### config.mk
export PLATFORM = sky130hd
export DESIGN_NAME = debounce_flat
export DESIGN_NICKNAME = d
export VERILOG_FILES = /design/src/rtl/debounce_pkg.sv /design/src/rtl/debounce_if.sv /design/src/rtl/sync_2ff.sv /design/src/rtl/debounce.sv /design/src/flat_wrapper.sv
export SDC_FILE = /design/constraint.sdc
export NUM_CORES = 1
export LEC_CHECK = 0
export CAP_MARGIN = 20
export CORE_MARGIN = 2
export CORE_UTILIZATION = 40
export DETAILED_ROUTE_END_ITERATION = 8
export HOLD_SLACK_MARGIN = 0.1
export PLACE_DENSITY = 0.66
export SLEW_MARGIN = 20
export SYNTH_ARGS = -nofsm -noshare
export SYNTH_HDL_FRONTEND = slang
export SYNTH_SLANG_ARGS = --single-unit
### constraint.sdc
create_clock -name clk -period 4.21 [get_ports clk]
set_input_delay 0.842 -clock clk [delete_from_list [all_inputs] [get_ports clk]]
set_output_delay 0.842 -clock clk [all_outputs]
set_load 0.03 [all_outputs]
### src/rtl/debounce_pkg.sv
// debounce_pkg: shared FSM state encoding and default qualification length for the debouncer
package debounce_pkg;
  typedef enum logic [1:0] {
    ZERO  = 2'b00,
    WAIT1 = 2'b01,
    ONE   = 2'b10,
    WAIT0 = 2'b11
  } state_e;
  localparam int DB_CYCLES_DEF = 20;
endpackage

### src/rtl/debounce_if.sv
// debounce_if: switch input plus debounced level/edge outputs; master drives sw, slave (the debouncer) drives db_*
interface debounce_if;
  logic sw;
  logic db_level;
  logic db_rise;
  logic db_fall;
  modport master (output sw, input db_level, db_rise, db_fall);
  modport slave (input sw, output db_level, db_rise, db_fall);
endinterface

### src/rtl/sync_2ff.sv
// sync_2ff: 1-bit two-flop synchronizer; ports clk, reset (async active-low, clears to 0), d (async in), q (synchronized out)
module sync_2ff (
  input  logic clk,
  input  logic reset,
  input  logic d,
  output logic q
);
  logic [1:0] ff_q, ff_d;
  always_comb ff_d = {ff_q[0], d};
  always_ff @(posedge clk or negedge reset)
    if (!reset) ff_q <= '0;
    else ff_q <= ff_d;
  assign q = ff_q[1];
endmodule

### src/rtl/debounce.sv
// debounce: switch debouncer; ports clk, reset (async active-low), io (debounce_if.slave: sw in, db_level/db_rise/db_fall out); DEBOUNCE_SYNC_EN adds a two-flop input synchronizer
module debounce
  import debounce_pkg::*;
#(
  parameter int DB_CYCLES = DB_CYCLES_DEF
) (
  input logic     clk,
  input logic     reset,
  debounce_if.slave io
);
  localparam int CNT_W = $clog2(DB_CYCLES) + 1;
  localparam logic [CNT_W-1:0] RELOAD = CNT_W'(DB_CYCLES - 1);
  logic sw_s;
`ifdef DEBOUNCE_SYNC_EN
  sync_2ff u_sync (.clk(clk), .reset(reset), .d(io.sw), .q(sw_s));
`else
  assign sw_s = io.sw;
`endif
  state_e           state_q, state_d;
  logic [CNT_W-1:0] cnt_q, cnt_d;
  logic             rise_q, rise_d, fall_q, fall_d;
  // state bit 1 is the debounced level (ONE/WAIT0), so pulses come from its edges
  always_comb begin
    state_d = state_q;
    cnt_d   = cnt_q;
    case (state_q)
      ZERO:  if (sw_s) begin state_d = WAIT1; cnt_d = RELOAD; end
      WAIT1: if (!sw_s) state_d = ZERO;
             else if (cnt_q == '0) state_d = ONE;
             else cnt_d = cnt_q - CNT_W'(1);
      ONE:   if (!sw_s) begin state_d = WAIT0; cnt_d = RELOAD; end
      WAIT0: if (sw_s) state_d = ONE;
             else if (cnt_q == '0) state_d = ZERO;
             else cnt_d = cnt_q - CNT_W'(1);
      default: state_d = ZERO;
    endcase
    rise_d = state_d[1] & ~state_q[1];
    fall_d = ~state_d[1] & state_q[1];
  end
  always_ff @(posedge clk or negedge reset)
    if (!reset) begin
      state_q <= ZERO;
      cnt_q   <= '0;
      rise_q  <= 1'b0;
      fall_q  <= 1'b0;
    end else begin
      state_q <= state_d;
      cnt_q   <= cnt_d;
      rise_q  <= rise_d;
      fall_q  <= fall_d;
    end
  assign io.db_level = state_q[1];
  assign io.db_rise  = rise_q;
  assign io.db_fall  = fall_q;
endmodule

### src/flat_wrapper.sv
// flat-port wrapper written by rule: the top's interface ports become plain ports
module debounce_flat import debounce_pkg::*;
#(
  parameter int DB_CYCLES = DB_CYCLES_DEF
)
  (clk, reset, io_sw, io_db_level, io_db_rise, io_db_fall);
  debounce_if io_i ();
  input logic clk;
  input logic reset;
  input wire logic [$bits(io_i.sw)-1:0] io_sw;
  output wire logic [$bits(io_i.db_level)-1:0] io_db_level;
  output wire logic [$bits(io_i.db_rise)-1:0] io_db_rise;
  output wire logic [$bits(io_i.db_fall)-1:0] io_db_fall;
  assign io_i.sw = io_sw;
  assign io_db_level = io_i.db_level;
  assign io_db_rise = io_i.db_rise;
  assign io_db_fall = io_i.db_fall;
  debounce #(.DB_CYCLES(DB_CYCLES)) u_core (.clk(clk), .reset(reset), .io(io_i));
endmodule
* After elaboration in Yosys (flattened, before gate mapping) *
Cells that the tools add are included.

word-level totals
  flip-flop bits (word level) = 10
  input port bits = 3
  logic and storage cells = 36

operators by class
  add/subtract/negate cells = 1
  equality and inequality tests = 9
  muxes and demuxes = 13
  bitwise gates (word level) = 4
  reduce and logical (&&, ||, !) cells = 4

operator list
  kind                   count
  $mux W6                5
  $pmux W6 S4            1
  $mux W2                6
  $ne A2 B2 Y1 const B   4
  $pmux W2 S4            1
  $reduce_and A4 Y1      2
  $logic_not A6 Y1       1
  $ne A3 B2 Y1 const B   2
  $sub A6 B1 Y6 const B  1
  $eq A2 B2 Y1 const B   2
  $and A1 B1 Y1          2
  $eq A2 B1 Y1 const B   1
  $logic_not A2 Y1       1
  $not A1 Y1             2

* Logic depth before layout (Yosys ltp) *
Gate-level depths: netlist of run 1.

  depth in word-level cells = 6
  depth in mapped cells = 5

* Least setup slack after synthesis of run 1 *
No wires, ideal clock.

  kind = input -> register
  from = in io_sw
  to = reg u_core.cnt_q[0]
  library setup time = 0.125 ns
  arrival = 1.463 ns
  required time = 4.085 ns
  slack = 2.622 ns
  stages = 3
  cell sequence = xor2_1 > o21ai_2 > mux2_2

on the way
  word-level cells in the longest chain between the ends = 2

ends and longest elaborated chain
  element                               RTL line            source
  start, declared                       flat_wrapper.sv:10  input wire logic [$bits(io_i.sw)-1:0] io_sw;
  $ne A2 B2 Y1 (no source line)         --
  $reduce_and A4 Y1 (no source line) *  --
  end signal, assigned                  debounce.sv:48      cnt_q <= cnt_d;
  end, declared                         debounce.sv:20      logic [CNT_W-1:0] cnt_q, cnt_d;

Every way passes the cells marked *; elsewhere a longest branch is shown, timed or not.
A chain may end at the register's enable or synchronous reset.

* Worst setup path after layout of run 1 *
  from = reg u_core.state_q[1]
  to = out io_db_level

RTL lines
  element                 RTL line            source
  start, declared         debounce.sv:19      state_e state_q, state_d;
  start signal, assigned  debounce.sv:47      state_q <= state_d;
  end, declared           flat_wrapper.sv:11  output wire logic [$bits(io_i.db_level)-1:0] io_db_level;

No word-level cell between the ends.

==> results.ini, run 1 <==
[run_status]
status = completed

[clock_tree]
cts_sinks = 10
htree_levels = 1
cts_resized = 0
cts_tree = done
clkTransAtPathRegs_ps = 60
clockBufferDepth = 2
clkLatencyLatePin_ps = 260
cts_root_buffer = clkbuf_4
cts_buffers = 3
post_cts_buffers = 0
ctsHoldBuffers = 0

[global_routing]
grt_pass1_wl_um = 1590
grt_max_degree = 11
grt_pass1_vias = 354
antenna_found_initial = 0
grt_use_total = 0.158
grt_overflow = 0

[route]
vias_per_cell = 5.44
ant_nets = 0
wl_um = 895
wl_per_cell_um = 13.2
num_vias = 370
first_pass_iters = 4
drc_errors = 0
dr.first_iter.drc_count = 6

[timing]
fmax_mhz = 443
period_minus_slack_ps = 2260
finalCritPeriodShare = 0.537
hold_viol_final = 0
whs_ps = 562
fin_worst_skew_ps = 1.60
slew_viol_final = 0
tns_ps = 0
setup_viol = 0
rsz0062_at_grt = false
relSlewSlack = 0.700
tightest_slew_ps = 448

[setup_path]
worst-path-buf-inv = 1
path_cells = clkdlybuf4s50_1
start_kind = flip-flop
worstSetupEndpointType = output port
cpLargestDelayFamily = buffers and inverters
required_ps = 3370
cp_slowest_cell = clkdlybuf4s50_1
crit_fanout = 6
arrival_ps = 1420
slowest_delay_ps = 710
critical_path_class = reg2out

[synthesis]
synthesis.nets = 51
synth-seq-cells = 10
synth_top_area_cell = dfrtp_1
synth_flop_cell = dfrtp_1
yosys-top-cells-count = dfrtp_1, inv_1
synth.avg_cell_area_sq_um = 11.3
synth_top_area_frac = 0.480
async_reset_ff_frac = 1.00
synth_cell_types = 27
synth_area_leaders = dfrtp_1, ha_1, mux2_2, inv_1, mux2_4
ys_seq_area_frac = 0.480
yosysMostFrequentCell = dfrtp_1
syn_area_sq_um = 522
synth_edf_count = 0
ys.warnings.count = 0
synthCells = 46

[floorplan]
die_area_sq_um = 1610
die_h_um = 40.1
core_area_sq_um = 1250
start_util = 0.417
rows = 13
ios = 6
die_w_um = 40.1

[power_and_ir_drop]
pwr-share-clk = 0.165
combPwrFrac = 0.403
p_sw_frac = 0.396
p_switching_mw = 0.157
finalPower_mw = 0.397
power_density_nw_per_um2 = 652
sequentialPowerShare = 0.432
worst_ir_drop_vdd_mv = 0.285
p_leak_nw = 0.268
p_int_mw = 0.240

[finish]
fillers = 117
area_growth_pct = 16.8
diodes = 0
fin_nets = 60
drive_gt1_frac = 0.208
final_util = 0.487
final_cell_count_no_fill = 68

[placed_design]
portBuffers = 5
dp_hpwl_um = 691
placed_cells = 65
gp_congestion = 0.831

[min_path]
hp-class = reg2reg

[job]
cap_violations = 0

[worst paths after layout]
check / start / end / slack, ps / depth (start not counted)
worst max register to register: u_core.cnt_q[0]$_DFFE_PN0P_ / u_core.cnt_q[1]$_DFFE_PN0P_ / 2580 / 5
worst min register to register: u_core.cnt_q[5]$_DFFE_PN0P_ / u_core.cnt_q[5]$_DFFE_PN0P_ / 560 / 1
worst min-delay path: u_core.cnt_q[5]$_DFFE_PN0P_ / u_core.cnt_q[5]$_DFFE_PN0P_ / 560 / 1
max in group asynchronous: reset / u_core.cnt_q[4]$_DFFE_PN0P_ / 3010 / 1
worst max-delay path: u_core.state_q[1]$_DFF_PN0_ / io_db_level / 1950 / 1
min in group asynchronous: reset / u_core.state_q[1]$_DFF_PN0_ / 890 / 1
[layer usage]
layer | global-route usage | up-vias | routed length [um]
met4 | 0.103 | 0 | 27
met2 | 0.222 | 4 | 410
met3 | 0.0500 | 4 | 18
met5 | 0 | - | 0
li1 | - | 185 | -
met1 | 0.206 | 177 | 438
[sequential cells by signal, summed over array words and instances (netlist names)]
name / flops
u_core.cnt_q: 6
u_core.io.db_rise: 1
u_core.io.db_fall: 1
u_core.state_q: 2
[through the flow]
stage,cell area [sq um],worst slack [ps]
global placement,587,2000
global route,609,1900
floorplan,522,2620
finish,609,1950
detailed placement,587,1970
CTS,609,1940
[kinds of logic after synthesis]
group	synth area share
mux	0.0719
compound gates	0.173
buf+inv	0.0432
xor+xnor	0.0336
fa+ha+maj	0.0480
flops	0.480
simple gates	0.151
[cell type report]
class | instances | area [sq um] | share of cell area
inverters | 5 | 18.8 | 0.0308
clock buffers | 3 | 22.5 | 0.0370
repair buffers | 5 | 50.0 | 0.0821
multi-input cells | 30 | 249 | 0.409
flip-flops and latches | 10 | 250 | 0.411
well taps | 15 | 18.8 | 0.0308
[power groups by stage]
stage | clock network [mW] | registers (mW) | logic, mW
6_report | 0.0653 | 0.172 | 0.160
4_1_cts | 0.0664 | 0.171 | 0.161
3_5_place_dp | 0 | 0.173 | 0.160
3_3_place_gp | 0 | 0.172 | 0.160
2_1_floorplan | 0 | 0.165 | 0.127
5_1_grt | 0.0700 | 0.178 | 0.182
[cell usage in the layout (no fill, tap or decap), types with 2 or more instances in the layout]
| cell type | netlist | routed |
|---|---|---|
| nand3b_1 | 2 | 2 |
| inv_1 | 5 | 5 |
| dfrtp_1 | 10 | 10 |
| mux2_2 | 2 | 2 |
| ha_1 | 2 | 2 |
| nand2_1 | 2 | 2 |
| o21ai_0 | 2 | 2 |
| clkdlybuf4s50_1 | 0 | 5 |
| nor3b_1 | 2 | 2 |
| clkbuf_4 | 0 | 3 |
Note: power is estimated with default switching activity, not from simulation.
==> run 2: changes to the inputs <==
--- a/config.mk
+++ b/config.mk
@@ -10,7 +10,7 @@
 export CORE_UTILIZATION = 40
 export DETAILED_ROUTE_END_ITERATION = 8
 export HOLD_SLACK_MARGIN = 0.1
-export PLACE_DENSITY = 0.66
+export PLACE_DENSITY = 0.68
 export SLEW_MARGIN = 20
 export SYNTH_ARGS = -nofsm -noshare
 export SYNTH_HDL_FRONTEND = slang
==> constraint.sdc (replaced) <==
create_clock -name clk -period 2 [get_ports clk]
set_input_delay 0.4 -clock clk [delete_from_list [all_inputs] [get_ports clk]]
set_output_delay 0.4 -clock clk [all_outputs]
set_load 0.03 [all_outputs]
==> run 2 against run 1 <==
Net effect:
- cell count up 2.9%
- first-iteration DRC count up 33%
- register-to-register slack worse by 2200 ps
- combinational power up 120%
- sequential power up 110%
- clock skew up 1.7 ps
- power up 130%
- flip-flop and latch count unchanged
- sequential share of layout area down 1.4 points
- worst setup slack worse by 1800 ps
- die area unchanged
==> results.ini, run 2 (synthesis gave the netlist of run 1 again) <==
[power_and_ir_drop]
p_sw_frac = 0.384
pwr-share-clk = 0.207
worst_ir_drop_vdd_mv = 0.773
sequentialPowerShare = 0.403
p_leak_nw = 0.280
power_density_nw_per_um2 = 1440
p_int_mw = 0.559
p_switching_mw = 0.348
combPwrFrac = 0.390

[setup_path]
cpLargestDelayFamily = buffers and inverters
cp_slowest_cell = clkdlybuf4s50_1
arrival_ps = 1430
worst-path-buf-inv = 1
worstRegToRegCells = 5
r2r_setup_slack_ps = 360
slowest_delay_ps = 710
start_kind = flip-flop
crit_cells = 1
worstSetupEndpointType = output port
critical_path_class = reg2out
required_ps = 1600
path_cells = clkdlybuf4s50_1
crit_fanout = 6

[clock_tree]
cts_resized = 0
cts_buffers = 3
clockBufferDepth = 2
ctsHoldBuffers = 0
cts_tree = done
cts_root_buffer = clkbuf_4
cts_sinks = 10
clkTransAtPathRegs_ps = 70
htree_levels = 1
clkLatencyLatePin_ps = 270
post_cts_buffers = 0

[finish]
fin_nets = 61
final_util = 0.503
stdcell_area_sq_um = 631
largest_register_ffs = 6
drive_gt1_frac = 0.236
area_growth_pct = 20.9
mostFrequentLayoutCells = dfrtp_1, inv_1, clkdlybuf4s50_1
reg_top3 = u_core.cnt_q: 6 flops, u_core.state_q: 2 flops
largest_register = u_core.cnt_q
mostFrequentLayoutCell = dfrtp_1
diodes = 0

[min_path]
hp-class = in2async

[timing]
slew_viol_final = 0
setup_viol = 0
hold_viol_final = 0
tightest_slew_ps = 425
fmax_mhz = 546
rsz0062_at_grt = false
fin_worst_skew_ps = 3.31
finalCritPeriodShare = 0.915
period_minus_slack_ps = 1830
relSlewSlack = 0.716
timing.final.ws_setup_ps = 170
tns_ps = 0

[route]
wl_per_cell_um = 13.3
vias_per_cell = 5.37
drc_errors = 0
wl_um = 933
first_pass_iters = 4
ant_nets = 0
num_vias = 376
dr.first_iter.drc_count = 8

[floorplan]
start_util = 0.417
die_h_um = 40.1
die_w_um = 40.1
die_area_sq_um = 1610
core_area_sq_um = 1250
ios = 6
rows = 13

[placed_design]
portBuffers = 5
gp_congestion = 0.802
dpl_cell_area_sq_um = 594
dp_slack_ps = 184

[global_routing]
grt_pass1_vias = 344
use_met2 = 0.246
grt_overflow = 0
top_usage_layer = met2
grt_pass1_wl_um = 1580
grt_max_degree = 11
antenna_found_initial = 0
grt_util_met3 = 0.0500
grt_use_total = 0.160
grt_util_met1 = 0.171

[job]
cap_violations = 0

[run_status]
status = completed

-- run 2: cell types whose count changed in the layout (fill, tap and decap cells not counted) --
| cell | before | now |
|---|---|---|
| buf_4 | 0 | 1 |
| clkbuf_8 | 0 | 1 |
-- run 2: through the flow --
| step | hold slack (ps) | power, mW | instances |
|---|---|---|---|
| after floorplan | 104 | 0.615 | 46 |
| after global placement | 550 | 0.717 | 66 |
| after detailed placement | 551 | 0.724 | 66 |
| after CTS | 448 | 0.911 | 70 |
| after global routing | 478 | 0.975 | 70 |
| final | 426 | 0.908 | 70 |
-- run 2: routing by layer --
metal	part of all wire	vias to the layer above
met3	0.028	4
met4	0.039	0
met1	0.45	178
li1	-	190
met5	0	-
met2	0.48	4
-- run 2: path summary, 6_finish.rpt --
check,from,endpoint
min reg2reg,u_core.state_q[1]$_DFF_PN0_,u_core.io.db_rise$_DFF_PN0_
min in group clk,u_core.state_q[1]$_DFF_PN0_,u_core.io.db_rise$_DFF_PN0_
max,u_core.state_q[1]$_DFF_PN0_,io_db_level
max reg2reg,u_core.cnt_q[0]$_DFFE_PN0P_,u_core.cnt_q[0]$_DFFE_PN0P_
max in group asynchronous,reset,u_core.state_q[1]$_DFF_PN0_
min,reset,u_core.state_q[0]$_DFFE_PN0P_
-- run 2: area by class of cell --
type,count,area [sq um]
multi-input cells,30,249
clock buffers,4,36.3
fillers,118,622
repair buffers,6,57.6
flip-flops and latches,10,250
inverters,5,18.8
well taps,15,18.8
-- run 2: power by group through the flow --
| stage | Combinational [mW] | Sequential, mW | Clock (mW) |
|---|---|---|---|
| 4_1_cts | 0.359 | 0.364 | 0.189 |
| 3_5_place_dp | 0.356 | 0.368 | 0 |
| 6_report | 0.354 | 0.366 | 0.188 |
| 5_1_grt | 0.399 | 0.377 | 0.198 |
| 2_1_floorplan | 0.267 | 0.348 | 0 |
| 3_3_place_gp | 0.352 | 0.364 | 0 |
